### src/rtl/display_scan_decoder.sv
// display_scan_decoder: rebuilds four-digit time frames from a scanned 7-segment bus (optional range check under RANGE_CHECK_EN)
module display_scan_decoder #(
  parameter int STABLE_CYC = 4,
  parameter int CNT_W = 4
) (
  input  logic       clk,
  input  logic       reset,
  input  logic [7:0] seg,
  input  logic [1:0] dsel,
  output logic [3:0] Min1,
  output logic [3:0] Min2,
  output logic [3:0] Hour1,
  output logic [3:0] Hour2,
  output logic       frame_valid,
  output logic       seg_err,
  output logic       range_err
);
  typedef enum logic {DWELL, HOLD} state_t;
  state_t state_q;
  logic [6:0] s_seg_q;
  logic [1:0] s_sel_q;
  logic [CNT_W-1:0] cnt_q, cnt_d;
  logic [3:0] mask_q, mask_d;
  logic [3:0][3:0] sh_q;
  logic chg, cap, legal, done, rng_ok;
  logic [3:0] dig;
  logic unused_dp;
  assign unused_dp = seg[7];
  // change detect, dwell capture strobe, pattern decode and next capture mask
  always_comb begin
    chg = seg[6:0] != s_seg_q || dsel != s_sel_q;
    cnt_d = chg ? '0 : cnt_q == CNT_W'(STABLE_CYC) ? cnt_q : cnt_q + 1'b1;
    cap = state_q == DWELL && !chg && cnt_q == CNT_W'(STABLE_CYC - 1);
    legal = 1'b1;
    dig = 4'd0;
    case (s_seg_q)
      7'h3F: dig = 4'd0;
      7'h06: dig = 4'd1;
      7'h5B: dig = 4'd2;
      7'h4F: dig = 4'd3;
      7'h66: dig = 4'd4;
      7'h6D: dig = 4'd5;
      7'h7D: dig = 4'd6;
      7'h07: dig = 4'd7;
      7'h7F: dig = 4'd8;
      7'h6F: dig = 4'd9;
      7'h00: dig = 4'd0;
      default: legal = 1'b0;
    endcase
    done = mask_q == 4'hF;
    mask_d = done ? 4'h0 : mask_q;
    mask_d = !cap ? mask_d : legal ? mask_d | (4'b1 << s_sel_q) : 4'h0;
`ifdef RANGE_CHECK_EN
    rng_ok = sh_q[1] <= 4'd5 && sh_q[3] <= 4'd2 && 7'(sh_q[3]) * 7'd10 + 7'(sh_q[2]) <= 7'd23;
`else
    rng_ok = 1'b1;
`endif
  end
  // input stage, dwell/hold FSM, shadow capture and simultaneous frame load
  always_ff @(posedge clk or negedge reset) begin
    if (!reset) begin
      s_seg_q <= '0;
      s_sel_q <= '0;
      cnt_q <= '0;
      state_q <= DWELL;
      mask_q <= '0;
      sh_q <= '0;
      {Hour2, Hour1, Min2, Min1} <= '0;
      frame_valid <= 1'b0;
      seg_err <= 1'b0;
    end else begin
      s_seg_q <= seg[6:0];
      s_sel_q <= dsel;
      cnt_q <= cnt_d;
      mask_q <= mask_d;
      state_q <= chg ? DWELL : cap ? HOLD : state_q;
      if (cap && legal) sh_q[s_sel_q] <= dig;
      if (done && rng_ok) {Hour2, Hour1, Min2, Min1} <= sh_q;
      frame_valid <= done && rng_ok;
      seg_err <= cap && !legal;
    end
  end
`ifdef RANGE_CHECK_EN
  // completed frames outside 00:00..23:59 pulse range_err instead of loading
  always_ff @(posedge clk or negedge reset) begin
    if (!reset) range_err <= 1'b0;
    else range_err <= done && !rng_ok;
  end
`else
  assign range_err = 1'b0;
`endif
endmodule

### config.mk
export PLATFORM = sky130hd
export DESIGN_NAME = display_scan_decoder
export DESIGN_NICKNAME = d
export VERILOG_FILES = /design/src/rtl/display_scan_decoder.sv
export SDC_FILE = /design/constraint.sdc
export NUM_CORES = 1
export LEC_CHECK = 0
export ABC_AREA = 1
export CORE_MARGIN = 5
export CORE_UTILIZATION = 58
export CTS_CLUSTER_DIAMETER = 80
export DETAILED_ROUTE_END_ITERATION = 8
export GPL_ROUTABILITY_DRIVEN = 0
export MAX_ROUTING_LAYER = met4
export PLACE_DENSITY_LB_ADDON = 0.08
export SYNTH_ARGS = -nofsm -noshare
export SYNTH_HDL_FRONTEND = slang
export SYNTH_SLANG_ARGS = --single-unit
### constraint.sdc
create_clock -name clk -period 4.4 [get_ports clk]
set_input_delay 0.88 -clock clk [delete_from_list [all_inputs] [get_ports clk]]
set_output_delay 0.88 -clock clk [all_outputs]
set_load 0.03 [all_outputs]
==> impl_metrics.prom <==
# TYPE chip_impl_metric gauge
chip_impl_metric{name="fmax",unit="GHz"} 0.441
chip_impl_metric{name="maxCapViolations",unit=""} 0
chip_impl_metric{name="switchingPower",unit="W"} 0.000192
chip_impl_info{name="timing.critical_path.mode_cell",value="sky130_fd_sc_hd__nand2_1"} 1
chip_impl_info{name="crit_type",value="input port to register"} 1
chip_impl_metric{name="cts_num_sinks",unit=""} 52
chip_impl_metric{name="count_of_final_hold_check_violations",unit=""} 0
chip_impl_metric{name="syn_avg_cell_area",unit="sq um"} 8.27
chip_impl_metric{name="number_of_pins_exceeding_their_max_slew_limit_in_the_final_report",unit=""} 0
chip_impl_metric{name="postCtsSetupBuffers",unit=""} 0
chip_impl_metric{name="power.density_cell_area",unit="nW/um^2"} 308
chip_impl_info{name="status",value="finished clean"} 1
chip_impl_metric{name="crit_path_max_incr_delay",unit="ps"} 490
chip_impl_info{name="worstPathCellList",value="clkdlybuf4s50_1, xnor2_1, nand2_1, nor2_2, nand3_2, nor2_2, nand2_2, nand2_1, nand2_1"} 1
chip_impl_metric{name="worstMarginPinSlew",unit="ps"} 632
chip_impl_metric{name="slew_headroom",unit=""} 0.579
chip_impl_info{name="hp-class",value="register to register"} 1
chip_impl_metric{name="fin_crit",unit="ps"} 2270
chip_impl_metric{name="synth.ff_latch_count",unit=""} 52
chip_impl_metric{name="grt_antenna_before_repair",unit=""} 0
chip_impl_metric{name="layout.filler_cells",unit=""} 340
chip_impl_metric{name="postSynthNetCount",unit=""} 301
chip_impl_metric{name="fp.dieArea",unit="sq um"} 5470
chip_impl_metric{name="ys_seq_area_frac",unit=""} 0.548
chip_impl_metric{name="drt_first_iter_violations",unit=""} 80
chip_impl_info{name="synth.top_cells.by_area",value="sky130_fd_sc_hd__dfrtp_1, sky130_fd_sc_hd__nand2_1, sky130_fd_sc_hd__nand3_1, sky130_fd_sc_hd__inv_1, sky130_fd_sc_hd__xnor2_1"} 1
chip_impl_metric{name="diodes",unit=""} 0
chip_impl_metric{name="grt_pass1_vias",unit=""} 1661
chip_impl_info{name="tritoncts",value="done"} 1
chip_impl_metric{name="post-route-drc-count",unit=""} 0
chip_impl_metric{name="crit_required",unit="ps"} 4600
chip_impl_metric{name="clock_insertion_delay_worst_skew",unit="ps"} 310
chip_impl_info{name="timing.critical_path.slowest_stage_cell",value="sky130_fd_sc_hd__clkdlybuf4s50_1"} 1
chip_impl_metric{name="grt_start_max_net_pins",unit=""} 53
chip_impl_metric{name="seq_pwr_share",unit=""} 0.565
chip_impl_metric{name="cellLeakagePower",unit="nW"} 1.49
chip_impl_metric{name="io_buffer_count",unit=""} 28
chip_impl_metric{name="multi_input_comb_area",unit="sq um"} 930
chip_impl_metric{name="max-vdd-ir-drop",unit="mV"} 0.182
chip_impl_metric{name="fp.dieH",unit="um"} 74.0
chip_impl_metric{name="firstDrtPassIters",unit=""} 4
chip_impl_metric{name="layout-drive-gt1-share",unit=""} 0.0972
chip_impl_info{name="synth_top_cell_by_area",value="sky130_fd_sc_hd__dfrtp_1"} 1
chip_impl_metric{name="ctsResizeCount",unit=""} 0
chip_impl_metric{name="post_synth_num_cell_types",unit=""} 26
chip_impl_metric{name="cp_max_fo",unit=""} 9
chip_impl_metric{name="final_cycle_utilization_of_the_critical_path",unit=""} 0.515
chip_impl_metric{name="htree_depth",unit=""} 2
chip_impl_metric{name="sequential_cell_area",unit="sq um"} 1300
chip_impl_metric{name="count_of_warnings_emitted_by_yosys",unit=""} 0
chip_impl_info{name="critical_path.startpoint_type",value="input port"} 1
chip_impl_metric{name="placed_wire_length_estimate_after_detailed_placement",unit="um"} 2930
chip_impl_metric{name="grt_pass1_wl",unit="um"} 7100
chip_impl_metric{name="clkPwrFrac",unit=""} 0.381
chip_impl_metric{name="cts_inserted_buffers",unit=""} 5
chip_impl_metric{name="die-width",unit="um"} 74.0
chip_impl_metric{name="timing.critical_path.arrival",unit="ps"} 2460
chip_impl_metric{name="groute.usage.overall",unit=""} 0.172
chip_impl_metric{name="number_of_core_rows",unit=""} 23
chip_impl_metric{name="timing.setup.tns",unit="ps"} 0
chip_impl_metric{name="finalSetupViolCount",unit=""} 0
chip_impl_metric{name="cts_hold_repair.buffers",unit=""} 0
chip_impl_metric{name="vias",unit=""} 1817
chip_impl_metric{name="flow.area_growth_from_synthesis",unit="%"} 18.1
chip_impl_metric{name="clk_pin_slew_worst_paths",unit="ps"} 100
chip_impl_metric{name="final_antenna_net_count",unit=""} 0
chip_impl_metric{name="initial_core_util",unit=""} 0.598
chip_impl_info{name="end_kind",value="register"} 1
chip_impl_metric{name="post_drt_via_cell_ratio",unit=""} 4.92
chip_impl_metric{name="pwr-share-comb",unit=""} 0.054
chip_impl_metric{name="design.final.nets",unit=""} 332
chip_impl_info{name="clk_root_buffer_cell",value="sky130_fd_sc_hd__clkbuf_8"} 1
chip_impl_metric{name="design.core.area",unit="sq um"} 3970
chip_impl_metric{name="dpl_worst_slack",unit="ps"} 1800
chip_impl_metric{name="postRouteWirelength",unit="um"} 4030
chip_impl_metric{name="post_drt_wl_per_cell",unit="um"} 10.9
chip_impl_metric{name="hold_worst_slack",unit="ps"} 474
chip_impl_metric{name="post-route-cell-area",unit="sq um"} 2800
chip_impl_metric{name="swShare",unit=""} 0.222
chip_impl_metric{name="synthCells",unit=""} 287
chip_impl_metric{name="post-route-worst-setup-slack",unit="ps"} 2130
chip_impl_metric{name="floorplan.io_pins",unit=""} 31
chip_impl_info{name="rsz0062_at_grt",value="no"} 1
chip_impl_metric{name="globalRoute.totalOverflow",unit=""} 0
chip_impl_metric{name="internal_power",unit="W"} 0.000671
chip_impl_metric{name="dpl-instance-area",unit="sq um"} 2690
chip_impl_metric{name="synthDominantCellAreaShare",unit=""} 0.548
chip_impl_metric{name="cell_area_after_technology_mapping",unit="sq um"} 2370
chip_impl_metric{name="final.setup_skew",unit="ps"} 11.0
chip_impl_metric{name="clock_tree_buffer_depth",unit=""} 2
==> critical path, delay by kind of cell <==
kind          cells  cell delay, ps
simple gates      7             980
buf+inv           1             490
xor+xnor          1             120
==> synth_stat cells (all sizes together) <==
cell type    n
a211oi       1
a21oi        2
a31oi        1
buf          4
clkbuf       2
clkinv       1
conb         1
dfrtp       52
ha           2
inv         27
nand2      120
nand3       29
nand4        2
nor2        23
nor3         3
o21ai        7
or2          2
xnor2        7
xor2         1
==> logic make-up (layout without fill, tap and decap cells) <==
group,after synthesis,in the layout,synth area share
XOR/XNOR,8,8,0.0295
AO/OA/AOI/OAI,11,11,0.0279
flip-flops,52,52,0.548
AND/OR/NAND/NOR,179,179,0.322
buffers and inverters,34,66,0.0601
other,1,1,0.00158
adder cells (fa/ha/maj),2,2,0.0105
==> metrics by stage <==
| stage | instances | total power [W] | util |
|---|---|---|---|
| 3_3_place_gp | 361 | 0.000544 | 0.677 |
| 2_1_floorplan | 287 | 0.000523 | - |
| 6_report | 369 | 0.000863 | 0.706 |
| 3_5_place_dp | 361 | 0.000545 | 0.677 |
| 4_1_cts | 369 | 0.000873 | 0.706 |
| 5_1_grt | 369 | 0.000901 | 0.706 |
==> flip-flops by register name (all words and copies together) (netlist names) <==
name	count
Hour2	4
Hour1	4
state_q	1
s_sel_q	2
frame_valid	1
Min1	4
seg_err	1
s_seg_q	7
Min2	4
mask_q	4
sh_q	16
cnt_q	4
==> final cells by class <==
cell class              count  share of cell area
multi-input cells         201               0.332
well taps                  50              0.0223
clock inverters             3              0.0165
repair buffers             30               0.104
inverters                  28              0.0375
flip-flops and latches     52               0.464
clock buffers               5              0.0245
==> power groups by stage <==
stage	Clock, W	Sequential (W)	Combinational, W
floorplan	0	0.000496	0.0000264
global placement	0	0.000497	0.0000467
detailed placement	0	0.000497	0.0000475
CTS	0.000338	0.000488	0.0000476
global route	0.000359	0.000489	0.0000534
finish	0.000329	0.000488	0.0000464
==> cell usage in the layout, fill, tap and decap left out, drive strengths merged <==
cell / count
nand2: 120
dfrtp: 52
nand3: 29
inv: 28
clkdlybuf4s50: 27
nor2: 23
xnor2: 7
o21ai: 7
clkbuf: 5
nor3: 3
buf: 3
nand4: 2
or2: 2
a21oi: 2
ha: 2
clkinv: 1
a31oi: 1
xor2: 1
a211oi: 1
conb: 1
clkinvlp: 1
bufinv: 1
==> final timing paths <==
kind	cells past startpoint	slack [ps]	from	endpoint
max	9	2130	seg[4]	sh_q[11]
min	2	470	sh_q[4]	Min2[0]
max reg2reg	9	2640	s_seg_q[3]	sh_q[11]
min reg2reg	2	470	sh_q[4]	Min2[0]
max in group asynchronous	2	3310	reset	sh_q[8]
min in group asynchronous	2	660	reset	Min2[1]
==> per-layer routing <==
layer	GRT usage	routed length, um
met2	0.275	1940
met4	0.0724	72
met5	-	0
met3	0.0324	186
met1	0.217	1830
Power figures use the tool's default switching activity.
